===== config.mk =====
export PLATFORM = sky130hd
export DESIGN_NAME = ecg_sample_mavg
export DESIGN_NICKNAME = d
export VERILOG_FILES = /design/src/rtl/ecg_pkg.sv /design/src/rtl/ecg_mavg_buf.sv /design/src/rtl/ecg_sample_mavg.sv
export SDC_FILE = /design/constraint.sdc
export NUM_CORES = 1
export LEC_CHECK = 0
export BUFFER_PORTS_ARGS = -buffer_cell sky130_fd_sc_hd__clkbuf_2
export CAP_MARGIN = 40
export CORE_ASPECT_RATIO = 0.7
export CORE_MARGIN = 3
export CORE_UTILIZATION = 60
export CTS_CLUSTER_SIZE = 14
export DETAILED_ROUTE_END_ITERATION = 8
export PLACE_DENSITY = 0.75
export SLEW_MARGIN = 10
export SYNTH_ARGS = -nofsm -noshare
export SYNTH_HDL_FRONTEND = slang
export SYNTH_SLANG_ARGS = --single-unit

===== constraint.sdc =====
create_clock -name clk -period 8.3 [get_ports clk]
set_input_delay 2.075 -clock clk [delete_from_list [all_inputs] [get_ports clk]]
set_output_delay 2.075 -clock clk [all_outputs]
set_load 0.02 [all_outputs]

===== src/rtl/ecg_pkg.sv =====
// Shared ECG front-end types and defaults.
package ecg_pkg;

  localparam int unsigned ADC_W                 = 12;
  localparam int unsigned MAVG_AVG_LOG2_DEFAULT = 3;

  typedef logic [ADC_W-1:0] adc_sample_t;

  typedef enum logic [1:0] {
    ST_WAIT = 2'd0,
    ST_READ = 2'd1,
    ST_SUM  = 2'd2
  } mavg_state_e;

endpackage


===== src/rtl/ecg_mavg_buf.sv =====
// Moving-average tap history: simple dual-port RAM, one-cycle synchronous read.
module ecg_mavg_buf
  import ecg_pkg::*;
#(
  parameter int unsigned DATA_W = ADC_W,
  parameter int unsigned ADDR_W = MAVG_AVG_LOG2_DEFAULT
) (
  input  logic              clk,
  input  logic              we,
  input  logic [ADDR_W-1:0] waddr,
  input  logic [DATA_W-1:0] wdata,
  input  logic [ADDR_W-1:0] raddr,
  output logic [DATA_W-1:0] rdata
);

  localparam int unsigned DEPTH = 1 << ADDR_W;

  logic [DATA_W-1:0] mem [DEPTH];

  // Contents are intentionally not reset; unfilled taps are masked by the caller.
  always_ff @(posedge clk) begin
    if (we) mem[waddr] <= wdata;
    rdata <= mem[raddr];
  end

endmodule


===== src/rtl/ecg_sample_mavg.sv =====
// Boxcar moving average of level-valid ADC samples onto a valid/ready stream.
// Optional round-half-up output when ECG_MAVG_ROUND_EN is defined.
module ecg_sample_mavg
  import ecg_pkg::*;
#(
  parameter int unsigned DATA_W   = ADC_W,
  parameter int unsigned AVG_LOG2 = MAVG_AVG_LOG2_DEFAULT
) (
  input  logic              clk,
  input  logic              rst_n,
  input  logic [DATA_W-1:0] adc_data,
  input  logic              adc_dv,
  output logic [DATA_W-1:0] out_data,
  output logic              out_valid,
  input  logic              out_ready,
  output logic              overrun
);

  localparam int unsigned TAPS   = 1 << AVG_LOG2;
  localparam int unsigned SUM_W  = DATA_W + AVG_LOG2;
  localparam int unsigned FILL_W = AVG_LOG2 + 1;

  localparam logic [1:0] S_WAIT = ST_WAIT;
  localparam logic [1:0] S_READ = ST_READ;
  localparam logic [1:0] S_SUM  = ST_SUM;

  logic [1:0]          state_q, state_d;
  logic                adc_dv_q;
  logic [DATA_W-1:0]   smp_q, smp_d;
  logic [AVG_LOG2-1:0] wr_ptr_q, wr_ptr_d;
  logic [FILL_W-1:0]   fill_q, fill_d, fill_inc;
  logic [SUM_W-1:0]    sum_q, sum_d, sum_next;
  logic [DATA_W-1:0]   out_data_d, rdata, oldest, result;
  logic                out_valid_d, overrun_d, buf_we, new_smp, fill_full;

  assign new_smp   = adc_dv & ~adc_dv_q;
  assign fill_full = (fill_q == FILL_W'(TAPS));
  assign fill_inc  = fill_full ? fill_q : fill_q + FILL_W'(1);
  assign oldest    = fill_full ? rdata : '0;
  assign sum_next  = sum_q + SUM_W'(smp_q) - SUM_W'(oldest);

`ifdef ECG_MAVG_ROUND_EN
  logic [SUM_W:0]  rnd_sum;
  logic [DATA_W:0] rnd_q;
  assign rnd_sum = {1'b0, sum_next} + (SUM_W+1)'(TAPS / 2);
  assign rnd_q   = (DATA_W+1)'(rnd_sum >> AVG_LOG2);
  assign result  = rnd_q[DATA_W] ? '1 : rnd_q[DATA_W-1:0];
`else
  assign result  = DATA_W'(sum_next >> AVG_LOG2);
`endif

  ecg_mavg_buf #(
    .DATA_W (DATA_W),
    .ADDR_W (AVG_LOG2)
  ) u_buf (
    .clk   (clk),
    .we    (buf_we),
    .waddr (wr_ptr_q),
    .wdata (smp_q),
    .raddr (wr_ptr_q),
    .rdata (rdata)
  );

  // Next-state and output logic.
  always_comb begin
    state_d     = state_q;
    smp_d       = smp_q;
    wr_ptr_d    = wr_ptr_q;
    fill_d      = fill_q;
    sum_d       = sum_q;
    out_data_d  = out_data;
    out_valid_d = out_valid & ~out_ready;
    overrun_d   = 1'b0;
    buf_we      = 1'b0;

    case (state_q)
      S_WAIT: begin
        if (new_smp) begin
          smp_d   = adc_data;
          state_d = S_READ;
        end
      end
      S_READ: begin
        overrun_d = new_smp;
        state_d   = S_SUM;
      end
      S_SUM: begin
        overrun_d = new_smp;
        sum_d     = sum_next;
        fill_d    = fill_inc;
        wr_ptr_d  = wr_ptr_q + AVG_LOG2'(1);
        buf_we    = 1'b1;
        state_d   = S_WAIT;
        if (fill_inc == FILL_W'(TAPS)) begin
          out_data_d  = result;
          out_valid_d = 1'b1;
          if (out_valid && !out_ready) overrun_d = 1'b1;
        end
      end
      default: state_d = S_WAIT;
    endcase
  end

  // State and output registers, synchronous reset.
  always_ff @(posedge clk) begin
    if (!rst_n) begin
      state_q   <= S_WAIT;
      adc_dv_q  <= 1'b0;
      smp_q     <= '0;
      wr_ptr_q  <= '0;
      fill_q    <= '0;
      sum_q     <= '0;
      out_data  <= '0;
      out_valid <= 1'b0;
      overrun   <= 1'b0;
    end else begin
      state_q   <= state_d;
      adc_dv_q  <= adc_dv;
      smp_q     <= smp_d;
      wr_ptr_q  <= wr_ptr_d;
      fill_q    <= fill_d;
      sum_q     <= sum_d;
      out_data  <= out_data_d;
      out_valid <= out_valid_d;
      overrun   <= overrun_d;
    end
  end

endmodule


==> results.md <==
* Status: finished, final reports clean
* Worst slew pin tran at 0.928 ns
* Synthesized instance count at 567
* Internal Power at 1.34 mW
* Critical path data required time at 8.62 ns
* Antenna violations before repair at 0
* Largest net degree at the start of global routing at 38
* Die outline area at 13300 sq um
* Gpl congestion at 0.883
* Seq/Total Area, Yosys at 0.581
* Vias in the first global route at 4618
* Routed len/inst at 20.1 microns
* Area Growth Syn to Fin at 12.2%
* Post-CTS setup buffer count at 0
* Crit path DAT at 4.45 ns
* 1st-iter DRT viols at 408
* Worst Setup EP: out_data[11]$_SDFFE_PN0P_
* Chip width at 136 microns
* Worst setup startpoint: fill_q[0]$_SDFFE_PN0P_
* CTS tree: built
* R2R setup slack at 4.16 ns
* Share of the synthesized area in the top cell type at 0.404
* Share of synthesized registers carrying an async set or reset at 0
* Post-cts hold buffer count at 0
* Antenna viol nets, final at 0
* Worst hold path type: flop to flop
* Setup violators final at 0
* Combinational share of power at 0.141
* Share of post-route cells with drive strength above 1 at 0.189
* Largest area contributor in the netlist: edfxtp_1
* Layout Skew at 0.00869 ns
* Synthesized area per cell at 12.6 sq um
* Worst path cell trace: inv_1 > ha_1 > nand2_1 > nor2_1 > buf_4 > and2_1 > fa_1 > fa_1 > nor2b_1 > o2111ai_1 > a211oi_1 > o21ai_0 > a311o_1 > o311ai_0
* Final Cycle Share at 0.499
* DRT Pass-1 Iters at 6
* Worst-path cell with the longest stage delay: a211oi_1
* Cell mode on critical path: fa_1
* Worst path bufs/invs at 2
* # IOs at 30
* CTS Sinks at 159
* Setup TNS at 0 ns
* Routed vias/inst at 5.97
* Critical R2R Launch: fill_q[0]$_SDFFE_PN0P_
* Sw Ratio at 0.269
* Post-DP HPWL at 10300 microns
* Critical path startpoint category: flop
* Num CTS Buffers at 17
* Diodes inserted at 0
* WL final at 15400 microns
* Unique masters post-synth at 48
* Clk_lat worst skew at 0.42 ns
* Port buffer count at 29
* Syn Nets at 617
* First-pass GRT wire length at 24800 microns
* Post-synth top flop: edfxtp_1
* Clock transition at path regs at 0.07 ns
* Max-cap violation count at 0
* Total gr overflow at 0
* Die height at 97.2 microns
* Row count at 32
* Hold_ws at 0.482 ns
* CP max FO at 14
* Switching power at 0.492 mW
* RSZ-0062 raised after global routing: no
* DR DRC count at 0
* Final hold vios at 0
* Max Clk Rate at 242 MHz
* RR Endpoint: out_data[11]$_SDFFE_PN0P_
* Via count at 4588
* CTS root buf: clkbuf_16
* Final setup margin at 4.16 ns
* Critical Path End Type: flop
* Max stage delay on crit path at 0.52 ns
* H-Tree Depth at 4
* Minimum clock period at 4.14 ns
* Setup CP Type: flop to flop
* Power, Total at 1.83 mW
* Peak VDD IR at 0.000177 V
* Max clock buf depth at 2
* Worst rel slew slack at 0.380
* Starting Density at 0.632
* Synthesized area at 7130 sq um
* Worst R2R Path Depth at 14
* Ranking of synthesized cells by area: edfxtp_1 (40%), dfxtp_1 (18%), mux4_2 (7.6%)
* Fillcell total at 793
* Layout net count at 652
* Flops & latches, synth at 159
* GRT Total Usage at 0.249
* Slew Limit Fails at 0
* Crit path max-delay family: compound AO/OA/AOI/OAI gates
* P per Cell Area at 228 nW/um^2
* Placement Setup Slack at 3.99 ns
* Clock network fraction of total power at 0.382
* Post-synth EDFFs at 96
* Crit. path cell count at 14
* Static Leak at 2.91 nW
* Core region area at 11300 sq um
* Synth Warn # at 0
* Post-CTS sizing at 0
* Flop pwr share at 0.478
==> worst min path at each step <==
stage               slack (ns)                        to  cells after the start                startpoint
floorplan                 0.45    sum_q[10]$_SDFFE_PN0P_                      2    sum_q[10]$_SDFFE_PN0P_
global placement          0.46    sum_q[10]$_SDFFE_PN0P_                      2    sum_q[10]$_SDFFE_PN0P_
detailed placement        0.46  out_data[7]$_SDFFE_PN0P_                      2  out_data[7]$_SDFFE_PN0P_
CTS                       0.48  out_data[7]$_SDFFE_PN0P_                      2  out_data[7]$_SDFFE_PN0P_
global route              0.50  out_data[5]$_SDFFE_PN0P_                      2  out_data[5]$_SDFFE_PN0P_
finish                    0.48  out_data[7]$_SDFFE_PN0P_                      2  out_data[7]$_SDFFE_PN0P_
==> worst register-to-register path, stage by stage, from the launching register on <==
cell and delay (ns):
dfxtp_1 0.46, inv_1 0.11, ha_1 0.24, nand2_1 0.10
nor2_1 0.06, buf_4 0.20, and2_1 0.20, fa_1 0.49
fa_1 0.46, nor2b_1 0.21, o2111ai_1 0.24, a211oi_1 0.53
o21ai_0 0.28, a311o_1 0.37, o311ai_0 0.10
==> metal layers <==
layer  global-route usage  routed length [microns]  vias to the layer above
met4               0.0534                      176                        0
met2                0.366                     7040                      180
met3               0.0751                     1090                       21
li1                     -                        -                     2100
met5                    0                        0                        -
met1                0.372                     7130                     2287
==> cell families after synthesis <==
group / Yosys count / synth area share
simple gates: 155 / 0.109
buf+inv: 88 / 0.0484
compound gates: 71 / 0.0621
flops: 159 / 0.581
fa+ha+maj: 34 / 0.0723
mux: 53 / 0.119
xor+xnor: 7 / 0.00860
==> metrics by stage <==
step,cells,util,area (sq um)
after floorplan,567,-,7130
after global placement,734,0.660,7450
after detailed placement,735,0.662,7470
after CTS,767,0.708,8000
after global routing,768,0.709,8000
final,768,0.709,8000
==> Yosys cell counts, types with 3 or more instances <==
| cell type | count |
|---|---|
| a211oi_1 | 3 |
| a21boi_0 | 3 |
| a21o_1 | 5 |
| a21oi_1 | 30 |
| and2_1 | 13 |
| buf_1 | 6 |
| buf_2 | 3 |
| clkbuf_1 | 16 |
| dfxtp_1 | 63 |
| edfxtp_1 | 96 |
| fa_1 | 12 |
| ha_1 | 22 |
| inv_1 | 61 |
| mux2_2 | 14 |
| mux2i_1 | 15 |
| mux4_2 | 24 |
| nand2_1 | 33 |
| nand2b_1 | 7 |
| nand3_1 | 33 |
| nand4_1 | 4 |
| nor2_1 | 31 |
| nor2b_1 | 6 |
| nor3_1 | 7 |
| nor3b_1 | 3 |
| o21ai_0 | 12 |
| o31ai_1 | 4 |
| or3_1 | 9 |
| xnor2_1 | 4 |
| xor2_1 | 3 |
==> area by class of cell <==
class | count | area [sq um] | area share
Clock inverter | 14 | 92.6 | 0.0116
Inverter | 61 | 229 | 0.0286
Multi-Input combinational cell | 320 | 2650 | 0.332
Tap cell | 153 | 191 | 0.0239
Timing Repair Buffer | 43 | 263 | 0.0328
Sequential cell | 159 | 4150 | 0.518
Clock buffer | 18 | 429 | 0.0536
==> sequential cells by signal (all words and copies together), names as in the netlist, 2 cells and up <==
| name | flops |
|---|---|
| u_buf.mem | 96 |
| sum_q | 15 |
| out_data | 12 |
| smp_q | 12 |
| u_buf.rdata | 12 |
| fill_q | 4 |
| wr_ptr_q | 3 |
| state_q | 2 |
==> layout by cell type, fill, tap and decap left out, types with 5 or more instances in the layout <==
cell type and count:
dfxtp_1 62, nor2_1 31, inv_1 61, and2_1 13, o21ai_0 12, nor3_1 5
mux2_2 14, a21o_1 5, nor2b_1 6, fa_1 12, nand2_1 33, mux2i_1 15
nand2b_1 7, mux4_2 24, a21oi_1 30, nand3_1 33, or3_1 9, edfxtp_1 96
clkbuf_2 29, buf_4 13, ha_1 22, clkbuf_16 17
==> power by group through the flow <==
stage / clock network, mW / registers [mW] / logic [mW]
2_1_floorplan: 0 / 0.881 / 0.188
3_3_place_gp: 0 / 0.892 / 0.235
3_5_place_dp: 0 / 0.890 / 0.247
4_1_cts: 0.707 / 0.873 / 0.251
5_1_grt: 0.738 / 0.876 / 0.283
6_report: 0.698 / 0.873 / 0.257
Note: power is estimated with default switching activity, not from simulation.
